===== config.mk =====
export PLATFORM = sky130hd
export DESIGN_NAME = riscv_wb_arbiter
export DESIGN_NICKNAME = d
export VERILOG_FILES = /design/src/rtl/riscv_wb_arbiter.sv
export SDC_FILE = /design/constraint.sdc
export NUM_CORES = 1
export LEC_CHECK = 0
export ABC_CLOCK_PERIOD_IN_PS = 5850
export CAP_MARGIN = 25
export CORE_AREA = 2 2 113 115
export DETAILED_ROUTE_END_ITERATION = 10
export DIE_AREA = 0 0 115 117
export GPL_ROUTABILITY_DRIVEN = 0
export PLACE_DENSITY = 0.8
export SKIP_LAST_GASP = 1
export SLEW_MARGIN = 10
export SYNTH_ARGS = -nofsm -noshare
export SYNTH_HDL_FRONTEND = slang
export SYNTH_SLANG_ARGS = --single-unit

===== constraint.sdc =====
create_clock -name clk -period 5.85 [get_ports clk]
set_clock_uncertainty 0.05 [all_clocks]
set_input_delay 1.17 -clock clk [delete_from_list [all_inputs] [get_ports clk]]
set_output_delay 1.17 -clock clk [all_outputs]
set_load 0.02 [all_outputs]

===== src/rtl/riscv_wb_arbiter.sv =====
// Round-robin writeback arbiter for the single register-file write port.
// One requester wins per cycle. The winner is registered onto the rf_* port
// one cycle later. Writes to x0 are consumed, but their write enable is suppressed.
module riscv_wb_arbiter #(
  parameter int NUM_SRC = 3,
  parameter int XLEN    = 64,
  localparam int SRC_W  = $clog2(NUM_SRC)
) (
  input  logic                    clk,
  input  logic                    rst,
  input  logic [NUM_SRC-1:0]      req_valid_i,
  input  logic [5*NUM_SRC-1:0]    req_rd_i,
  input  logic [XLEN*NUM_SRC-1:0] req_data_i,
  output logic [NUM_SRC-1:0]      req_ready_o,
  output logic                    rf_we_o,
  output logic [4:0]              rf_rd_o,
  output logic [XLEN-1:0]         rf_wdata_o,
  output logic [SRC_W-1:0]        rf_src_o,
  output logic                    conflict_o
);

  logic [SRC_W-1:0]   rr_ptr;
  logic [NUM_SRC-1:0] grant;
  logic [SRC_W-1:0]   grant_idx;
  logic [SRC_W-1:0]   cand;
  logic               found;
  logic               xfer;
  logic [4:0]         sel_rd;
  logic [XLEN-1:0]    sel_data;
  logic [SRC_W-1:0]   next_ptr;

  // Scan the sources starting at rr_ptr, wrapping mod NUM_SRC, and grant the first valid one.
  always_comb begin
    grant     = '0;
    grant_idx = '0;
    cand      = '0;
    found     = 1'b0;
    for (int i = 0; i < NUM_SRC; i++) begin
      cand = SRC_W'((int'(rr_ptr) + i) % NUM_SRC);
      if (!found && req_valid_i[cand]) begin
        grant[cand] = 1'b1;
        grant_idx   = cand;
        found       = 1'b1;
      end
    end
  end

  // Mask grants during reset and select the winner's rd, data and next pointer.
  always_comb begin
    req_ready_o = rst ? '0 : grant;
    xfer        = found && !rst;
    sel_rd      = req_rd_i[int'(grant_idx)*5 +: 5];
    sel_data    = req_data_i[int'(grant_idx)*XLEN +: XLEN];
    next_ptr    = (grant_idx == SRC_W'(NUM_SRC-1)) ? '0 : grant_idx + 1'b1;
  end

  // Register the winning request onto the write port and advance the round-robin pointer.
  always_ff @(posedge clk) begin
    if (rst) begin
      rr_ptr     <= '0;
      rf_we_o    <= 1'b0;
      rf_rd_o    <= '0;
      rf_wdata_o <= '0;
      rf_src_o   <= '0;
      conflict_o <= 1'b0;
    end else begin
      conflict_o <= ($countones(req_valid_i) > 1);
      if (xfer) begin
        rr_ptr     <= next_ptr;
        rf_we_o    <= (sel_rd != 5'd0);
        rf_rd_o    <= sel_rd;
        rf_wdata_o <= sel_data;
        rf_src_o   <= grant_idx;
      end else begin
        rf_we_o <= 1'b0;
      end
    end
  end

endmodule

# Word-level counts from Yosys, hierarchy flattened
# Cells that the tools add are included.
[op_classes]
addsub = 5
multipliers = 1
n_div = 3
n_lt_le_gt_ge = 7
n_eq_ne = 1
shifts = 2
mux = 23
bitwise = 3
n_reduce_logical = 11
[op_table]
columns = ["cell", "count"]
rows = [
  ["indexed part select 192 x 9 -> 64 bit", 1],
  ["modulo 32 x 3 -> 32 bit (second input constant)", 2],
  ["modulo 3 x 3 -> 32 bit (second input constant)", 1],
  ["indexed part select 15 x 6 -> 5 bit", 1],
  ["2-to-1 mux 3 bit", 4],
  ["less-than comparator 2 x 3 -> 1 bit (second input constant)", 3],
  ["2-to-1 mux 1 bit", 9],
  ["2-to-1 mux 2 bit", 4],
  ["binary-select mux 1 bit (select 2 bit)", 3],
  ["demux 1 bit (select 2 bit)", 3],
  ["greater-or-equal comparator 2 x 1 -> 1 bit (second input constant)", 3],
  ["logical AND 1 bit", 6],
  ["OR 3 bit", 2],
  ["multiplier 2 x 3 -> 5 bit (second input constant)", 1],
  ["nonzero test 5 bit", 1],
  ["adder 2 x 1 -> 3 bit", 1],
  ["adder 2 x 1 -> 3 bit (second input constant)", 1],
  ["adder 2 x 2 -> 3 bit (second input constant)", 1],
  ["> comparator 3 x 1 -> 1 bit (second input constant)", 1],
  ["logical NOT 1 bit", 3],
  ["adder 1 x 1 -> 2 bit", 1],
  ["adder 2 x 1 -> 2 bit (second input constant)", 1],
  ["equality test 2 bit (second input constant)", 1],
  ["OR reduction 2 bit", 1],
  ["inverter 1 bit", 1],
]
[word_totals]
ff_bits = 75
inputBits = 212

# Depth between registers and ports, before layout
# Gate-level depths: netlist of the first run.
[depth]
ltp_word = 13
ltp_mapped = 11
mapped_depth_nobuf = 8

# Worst setup path after synthesis of the first run
# No wires, ideal clock.
[synth_timing]
path_kind = "input to output"
startpoint = "input req_valid_i[1]"
endpoint = "output req_ready_o[0]"
arrival_time_ps = 2150
required_time_ps = 4630
slack_ps = 2480
stages = 7
path_buffers = 1
cell_sequence = "buf_2 > mux2i_1 > nor2_1 > a21oi_1 > nor2_1 > a221oi_1 > nor3_1"
[synth_via]
elab_chain_cells = 10
[synth_rtl]
columns = ["item", "line", "source"]
rows = [
  ["from (decl)", "11", "input logic [NUM_SRC-1:0] req_valid_i,"],
  ["binary-select mux 1 bit (select 2 bit)", "40", "if (!found && req_valid_i[cand]) begin"],
  ["2-to-1 mux 1 bit (implied by the code)", "40", ""],
  ["2-to-1 mux 1 bit", "40", ""],
  ["logical NOT 1 bit", "40", ""],
  ["logical AND 1 bit", "40", ""],
  ["2-to-1 mux 1 bit", "40", ""],
  ["logical NOT 1 bit", "40", ""],
  ["logical AND 1 bit", "40", ""],
  ["2-to-1 mux 3 bit *", "40", ""],
  ["2-to-1 mux 3 bit *", "50", "req_ready_o = rst ? '0 : grant;"],
  ["to (decl)", "14", "output logic [NUM_SRC-1:0] req_ready_o,"],
]
# Every way passes the cells marked *; elsewhere a longest branch is shown, timed or not. The select of a mux whose other input is x is not followed.

# Worst setup path after layout of the first run
[layout_timing]
startpoint = "input req_valid_i[2]"
endpoint = "output req_ready_o[2]"
# Same word-level chain as after synthesis.

==> qor.csv, run 1 <==
stage,metric,value,unit
sta,fin_setup_tns,0,ns
layout,areaGrowthSynthToFinish,74.3,%
detailed_routing,wl_per_cell,19.5,µm
synth,synth_top_area_cell,dfxtp_1,
die,fp.dieH,117,µm
clock_network,cts_sinks,75,
global_routing,grt_overflow,0,
synth,synth_mux_area_frac,0.00773,
synth,synth_cells,471,
sta,drv_slew,0,
sta,setup_violations,0,
layout,nets,939,
global_routing,grtUsageTotal,0.241,
place,io_buffers,287,
sta,period_needed,4.65,ns
place,numPlacedInstances,861,
synth,synth_xor_area_frac,0,
synth,synth_edf_count,0,
power,p_switching,1.84,mW
layout,post-route-cell-area,7620,µm²
die,core-area,12300,µm²
setup_path,path_max_fanout,6,
sta,relSlewSlack,0.320,
detailed_routing,drc,0,
synth,synth.avg_cell_area,9.28,µm²
sta,fmax,0.215,GHz
detailed_routing,routed_wl,17.1,mm
clock_network,cts_setup_buffers,0,
global_routing,antenna_found_initial,0,
synth,yosys-top-cells-count,"79 x nor2_1, 75 x dfxtp_1, 72 x nand3_1",
outcome,status,finished clean,
power,ir_worst_vdd,356,µV
setup_path,arrival,3.43,ns
sta,worst_pin_slew,1.02,ns
synth,synth_async_sr_flop_share,0,
layout,antenna_cells,0,
power,leakage,2.79,nW
power,p_per_area,550,nW/µm²
detailed_routing,ant_nets,0,
clock_network,ctsResizeCount,0,
sta,hold_viol,0,
synth,synth_fa_ha_area_frac,0.0143,
global_routing,grt_pass1_wl,25.6,mm
synth,syn-num-nets,688,
detailed_routing,firstDrtPassIters,4,
hold_path,hold_class,reg2reg,
synth,synthTopCellsByArea,"dfxtp_1 34%, a221oi_2 23%, a211oi_1 12%",
synth,synth_ff_type,dfxtp_1,
setup_path,end_kind,output pin,
power,swShare,0.439,
clock_network,clk_latency,0.32,ns
synth,yosysWarnings,0,
power,p_clk_frac,0.160,
setup_path,worstPathRequired,4.63,ns
synth,synth_cell_types,39,
power,power_frac_comb,0.642,
synth,synth_area,4370,µm²
sta,fin_crit_sh,0.795,
layout,instances_no_fill,877,
synth,yosys.area_share.simple,0.175,
clock_network,cts_hold_buffers,0,
setup_path,crit_path_start_kind,input port,
die,dieWidth,115,µm
clock_network,cts_buffer_depth,2,
clock_network,htreeDepth,3,
synth,synth_compound_area_frac,0.392,
die,die-area,13500,µm²
clock_network,cts_tree,done,
die,initial_core_util,0.355,
synth,yosysSeqAreaShare,0.343,
synth,synth_top_family_by_area,compound AO/OA/AOI/OAI gates,
power,p_int,2.35,mW
setup_path,critPathKind,in2out,
clock_network,cts-root-buf,clkbuf_16,
place,hpwl,12.2,mm
layout,fill_cells,1063,
power,power,4.19,mW
detailed_routing,via_per_inst,5.72,
sta,rsz0062_at_grt,no,
run,maxCapViolCount,0,
global_routing,grt_pass1_vias,5137,
die,rows,41,
synth,synth_top_area_frac,0.343,
clock_network,clk_pin_slew,0.06,ns
synth,yosysMostFrequentCell,nor2_1,
global_routing,grt_max_degree,75,
sta,whs,0.448,ns
synth,synth_seq_cells,75,
die,pin_count,288,
place,placed_cell_area,7260,µm²
power,seqPwrFrac,0.198,
layout,drive_gt1_frac,0.139,
clock_network,cts_buffers,9,
detailed_routing,num_vias,5013,
detailed_routing,drtIter0Drc,297,
flip-flops by register name, summed over array words and instances (netlist names):
signal and flops:
rf_rd_o 5, rf_src_o 2, conflict_o 1, rr_ptr 2, rf_wdata_o 64, rf_we_o 1
metal layers:
metal,share of wire,wire length [µm],track usage,vias up
li1,-,-,-,2346
met1,0.37,6270,0.262,2373
met2,0.52,8850,0.446,248
met3,0.082,1410,0.0525,46
met4,0.036,615,0.113,0
met5,0,0,0,-
critical path, stage by stage:
cell and delay (ns):
clkdlybuf4s50_1 0.54, mux2i_2 0.39, o21ai_2 0.18, a21oi_2 0.27, o32ai_1 0.16, nor2_1 0.12
clkdlybuf4s50_1 0.61
power by group through the flow:
stage	clock, mW	sequential, mW	combinational, mW
3_3_place_gp	0	0.824	2.63
4_1_cts	0.680	0.829	2.70
5_1_grt	0.706	0.850	2.90
6_report	0.671	0.828	2.69
3_5_place_dp	0	0.838	2.69
2_1_floorplan	0	1.06	1.60
per-stage QoR:
stage          worst slack, ns  utilization
5_1_grt                   1.10        0.619
3_3_place_gp              1.36        0.590
3_5_place_dp              1.23        0.590
2_1_floorplan             2.48            -
6_report                  1.20        0.619
4_1_cts                   1.22        0.619
placed cells by master (no fill, tap or decap), types with 3 or more instances in the layout:
| cell | count |
|---|---|
| a221oi_2 | 68 |
| nor2_1 | 79 |
| dfxtp_1 | 75 |
| clkbuf_16 | 9 |
| nor2b_1 | 3 |
| a21oi_1 | 7 |
| ha_1 | 5 |
| buf_4 | 9 |
| nand3_1 | 71 |
| clkdlybuf4s50_1 | 286 |
| a211oi_1 | 68 |
| bufinv_16 | 4 |
| nand2_1 | 4 |
path summary, 6_finish.rpt:
check | startpoint | end | cells after the start | slack (ns)
worst min-delay path | rf_wdata_o[0] | rf_wdata_o[0] | 2 | 0.45
worst max-delay path | req_valid_i[2] | req_ready_o[2] | 7 | 1.20
worst min register to register | rf_wdata_o[0] | rf_wdata_o[0] | 2 | 0.45
worst max register to register | rr_ptr[0] | rf_wdata_o[3] | 9 | 2.42
cell families after synthesis:
family	after synthesis
AO/OA/AOI/OAI	161
multiplexers	3
AND/OR/NAND/NOR	169
flip-flops	75
adder cells (fa/ha/maj)	5
buffers and inverters	58
cell type report:
type / instances / area, µm² / share of cell area
clock buffers: 11 / 233 / 0.0305
clock inverters: 5 / 125 / 0.0164
inverters: 2 / 7.51 / 0.000985
multi-input cells: 338 / 2630 / 0.345
flip-flops and latches: 75 / 1500 / 0.197
well taps: 150 / 188 / 0.0246
repair buffers: 296 / 2940 / 0.385
Note: power is estimated with default switching activity, not from simulation.
==> inputs of run 2 (changes only) <==
ABC_CLOCK_PERIOD_IN_PS = 4600   (was 5850)
CORE_AREA = not set   (was 2 2 113 115)
CORE_UTILIZATION = 37   (was not set)
DIE_AREA = not set   (was 0 0 115 117)
PLACE_DENSITY = 0.82   (was 0.8)
clock period = 4.6 ns   (was 5.85 ns; I/O delays follow)
==> run 2 against run 1 <==
Compared with the run above: register-to-register slack got worse by 0.88 ns; largest power group unchanged; sequential cell count did not move; highest routed layer unchanged; sequential power rose by 27%; critical endpoint unchanged.
==> qor.csv, run 2 (same netlist as run 1, synthesis figures left out) <==
stage,metric,value,unit
layout,layout_common_cells,"286 x clkdlybuf4s50_1, 79 x nor2_1, 75 x dfxtp_1, 71 x nand3_1",
die,initial_core_util,0.381,
place,io_buffers,287,
global_routing,grtUsageTotal,0.278,
clock_network,ctsResizeCount,0,
setup_path,arrival,3.14,ns
layout,multiInputGateArea,2630,µm²
die,dieWidth,111,µm
sta,setup_ws,0.490,ns
detailed_routing,drc,0,
place,pre_cts_slack,0.543,ns
clock_network,cts_setup_buffers,0,
detailed_routing,via_per_inst,5.74,
sta,hold_viol,0,
sta,fin_crit_sh,0.893,
layout,regArea,1500,µm²
outcome,status,finished clean,
layout,nets,940,
run,maxCapViolCount,0,
layout,fill_cells,931,
layout,antenna_cells,0,
place,hpwl,12.3,mm
clock_network,cts-root-buf,clkbuf_16,
global_routing,grt_overflow,0,
clock_network,cts_buffer_depth,2,
layout,drive_gt1_frac,0.142,
power,ir_worst_vdd,430,µV
die,die-area,12300,µm²
sta,drv_slew,0,
clock_network,cts_tree,done,
clock_network,clk_latency,0.33,ns
power,leakage,2.79,nW
detailed_routing,drtIter0Drc,316,
clock_network,cts_sinks,75,
layout,top_register,rf_wdata_o,
clock_network,cts_hold_buffers,0,
power,power,5.31,mW
sta,rsz0062_at_grt,no,
layout,largest_register_ffs,64,
clock_network,cts_buffers,9,
hold_path,hold_class,reg2reg,
setup_path,path_max_fanout,6,
sta,relSlewSlack,0.439,
layout,final_common_cell,clkdlybuf4s50_1,
sta,fin_setup_tns,0,ns
global_routing,grt_pass1_vias,5161,
die,pin_count,288,
detailed_routing,ant_nets,0,
global_routing,grt_max_degree,75,
setup_path,worstPathRequired,3.63,ns
sta,period_needed,4.11,ns
setup_path,crit_path_start_kind,input port,
detailed_routing,firstDrtPassIters,4,
die,fp.dieH,111,µm
sta,worst_pin_slew,0.841,ns
layout,top_regs,"rf_wdata_o (64), rf_rd_o (5)",
clock_network,htreeDepth,3,
setup_path,end_kind,output pin,
layout,instances_no_fill,870,
detailed_routing,routed_wl,17.2,mm
global_routing,antenna_found_initial,0,
die,rows,39,
sta,fmax,0.243,GHz
setup_path,critPathKind,in2out,
layout,areaGrowthSynthToFinish,74.5,%
detailed_routing,wl_per_cell,19.8,µm
power,p_per_area,696,nW/µm²
sta,setup_violations,0,
clock_network,clk_pin_slew,0.06,ns
sta,whs,0.446,ns
place,numPlacedInstances,855,
die,core-area,11500,µm²
global_routing,grt_pass1_wl,27.4,mm
detailed_routing,num_vias,4996,
[run 2: cell count changes in the layout (fill, tap and decap cells not counted)]
| cell | change |
|---|---|
| clkbuf_8 | +1 |
| clkinvlp_4 | +1 |
| buf_12 | +4 |
| clkinv_2 | +1 |
| clkbuf_1 | -2 |
| buf_4 | -3 |
| bufinv_16 | -2 |
[run 2: critical path, cell delays in order]
cell             delay (ns)
clkdlybuf4s50_1        0.52
mux2i_2                0.39
o21ai_2                0.18
a21oi_2                0.27
o32ai_1                0.14
nor2_1                 0.11
clkdlybuf4s50_1        0.61
[run 2: cell type report]
cell class | instances | share of cell area
sequential | 75 | 0.197
tap | 143 | 0.0235
clock buffer | 10 | 0.0313
timing repair buffer | 297 | 0.392
multi-input combinational | 338 | 0.345
inverter | 2 | 0.000984
clock inverter | 5 | 0.0102
[run 2: routing by layer]
layer | wire length [µm] | up-vias | track usage
li1 | - | 2349 | -
met1 | 6780 | 2371 | 0.306
met2 | 8860 | 237 | 0.512
met3 | 1110 | 39 | 0.0640
met4 | 475 | 0 | 0.108
met5 | 0 | - | 0
[run 2: per-stage QoR]
step           instance area, µm²  utilization
2_1_floorplan                4370            -
3_3_place_gp                 7310        0.638
3_5_place_dp                 7310        0.638
4_1_cts                      7630        0.665
5_1_grt                      7630        0.665
6_report                     7630        0.665
[run 2: worst paths after layout]
| kind | startpoint | end | slack [ns] | cells after the start |
|---|---|---|---|---|
| max | req_valid_i[0] | req_ready_o[2] | 0.49 | 7 |
| min | rf_wdata_o[4] | rf_wdata_o[4] | 0.45 | 2 |
| max reg2reg | rr_ptr[0] | rf_wdata_o[43] | 1.54 | 9 |
| min reg2reg | rf_wdata_o[4] | rf_wdata_o[4] | 0.45 | 2 |
[run 2: power by group]
group	internal (mW)	switching, mW	total (mW)	leakage, nW
Clock	0.485	0.272	0.757	0.154
Sequential	0.919	0.136	1.05	0.624
Combinational	1.54	1.96	3.50	2.01
==> inputs of run 3 (changes only) <==
PLACE_DENSITY = 0.88   (was 0.82)
==> run 3 against run 2 <==
Compared with the run above: count of clock-buffer cells in the layout rose by 6; first-iteration DRC count fell by 8.9%; sequential power barely moved; power fell by 1.1%; fmax fell by 1.8%; non-clock buffer count did not move; critical path depth did not move; final cell count rose by 0.23%; highest routed layer unchanged; wire length fell by 0.10%; die area did not move; critical path type unchanged.
==> qor.csv, run 3 (same netlist as run 1, synthesis figures left out) <==
stage,metric,value,unit
setup_path,arrival,3.22,ns
setup_path,critPathKind,in2out,
place,io_buffers,287,
sta,fmax,0.239,GHz
sta,setup_violations,0,
detailed_routing,num_vias,5046,
clock_network,cts-root-buf,clkbuf_16,
setup_path,crit_path_frequent_cell,clkdlybuf4s50_1,
sta,hold_viol,0,
setup_path,crit_chain,clkdlybuf4s50_1 -> mux2i_2 -> o21ai_2 -> a21oi_2 -> o32ai_1 -> nor2_1 -> clkdlybuf4s50_1,
clock_network,cts_buffer_depth,2,
clock_network,htreeDepth,3,
die,die-area,12300,µm²
setup_path,path_max_fanout,6,
global_routing,grt_pass1_vias,5144,
detailed_routing,routed_wl,17.2,mm
setup_path,ff2ff_setup_slack,1.39,ns
layout,top_register,rf_wdata_o,
clock_network,cts_tree,done,
layout,postLayoutCoreUtil,0.665,
sta,worst_pin_slew,0.767,ns
layout,areaGrowthSynthToFinish,74.4,%
layout,largest_register_ffs,64,
global_routing,grt_max_degree,69,
clock_network,cts_sinks,75,
detailed_routing,drc,0,
die,core-area,11500,µm²
setup_path,crit_slowest_cell,clkdlybuf4s50_1,
sta,drv_slew,0,
sta,fin_crit_sh,0.910,
die,dieWidth,111,µm
layout,drive_gt1_frac,0.141,
clock_network,clk_latency,0.32,ns
power,p_per_area,689,nW/µm²
layout,layout_common_cells,"286 x clkdlybuf4s50_1, 79 x nor2_1, 75 x dfxtp_1, 71 x nand3_1",
global_routing,grt_overflow,0,
detailed_routing,ant_nets,0,
detailed_routing,wl_per_cell,19.7,µm
detailed_routing,via_per_inst,5.79,
setup_path,crit_path_start_kind,input port,
setup_path,slowest_delay,0.61,ns
run,maxCapViolCount,0,
global_routing,grt_pass1_wl,27.4,mm
hold_path,hold_class,reg2reg,
sta,period_needed,4.19,ns
clock_network,cts_buffers,9,
detailed_routing,drtIter0Drc,288,
power,leakage,2.79,nW
setup_path,critical_path.top_delay_family,buffers and inverters,
detailed_routing,firstDrtPassIters,4,
setup_path,end_kind,output pin,
layout,final_common_cell,clkdlybuf4s50_1,
sta,fin_setup_tns,0,ns
die,rows,39,
power,ir_worst_vdd,489,µV
place,hpwl,12.5,mm
clock_network,ctsResizeCount,0,
clock_network,cts_setup_buffers,0,
sta,whs,0.434,ns
outcome,status,finished clean,
clock_network,cts_hold_buffers,0,
sta,rsz0062_at_grt,no,
setup_path,worstPathRequired,3.63,ns
sta,relSlewSlack,0.487,
global_routing,grtUsageTotal,0.277,
setup_path,path_buf_inv,2,
die,pin_count,288,
clock_network,clk_pin_slew,0.06,ns
global_routing,antenna_found_initial,1,
layout,nets,940,
die,fp.dieH,111,µm
layout,top_regs,"rf_wdata_o (64), rf_rd_o (5)",
die,initial_core_util,0.381,
==> run 3: cell count changes in the layout (fill, tap and decap cells not counted), sizes merged <==
cell      change
clkinvlp      -1
clkbuf        +6
diode         +1
bufinv        -2
clkinv        -2
==> run 3: area by class of cell <==
cell class	instances	area [µm²]
antenna	1	2.50
clock buffer	16	312
fill	916	3840
inverter	2	7.51
multi-input combinational	338	2630
sequential	75	1500
tap	143	179
timing repair buffer	297	2990
==> run 3: power by group <==
| part | total (mW) | switching (mW) | internal [mW] | leakage (nW) |
|---|---|---|---|---|
| Sequential | 1.06 | 0.138 | 0.919 | 0.624 |
| Clock | 0.716 | 0.261 | 0.455 | 0.155 |
| Combinational | 3.48 | 1.95 | 1.53 | 2.01 |
| Total | 5.25 | 2.35 | 2.91 | 2.79 |
==> run 3: worst register-to-register path: stages (launching register included) <==
cell	delay [ns]
dfxtp_1	0.34
inv_1	0.09
ha_1	0.27
mux2i_2	0.45
o21ai_2	0.18
a21oi_2	0.28
o21a_4	0.62
buf_12	0.40
a221oi_2	0.12
a211oi_1	0.31
==> run 3: per-stage QoR <==
stage | setup WS [ns] | power (mW) | area, µm² | instances
floorplan | 1.73 | 3.38 | 4370 | 471
finish | 0.414 | 5.25 | 7630 | 872
global placement | 0.629 | 4.43 | 7310 | 855
detailed placement | 0.519 | 4.54 | 7310 | 855
global route | 0.355 | 5.56 | 7630 | 872
CTS | 0.494 | 5.27 | 7620 | 871
==> run 3: worst paths after layout <==
path	startpoint	end	depth (start not counted)
hold reg to reg	rf_src_o[0]	rf_src_o[0]	2
setup / recovery	req_valid_i[2]	req_ready_o[2]	7
hold / removal	rf_src_o[0]	rf_src_o[0]	2
setup reg to reg	rr_ptr[0]	rf_wdata_o[25]	9
==> run 3: layer usage <==
layer / wire (µm) / vias to the layer above / track usage
met1: 6690 / 2372 / 0.309
met5: 0 / - / 0
met3: 1120 / 66 / 0.0623
met2: 8510 / 262 / 0.477
met4: 886 / 0 / 0.172
li1: - / 2346 / -
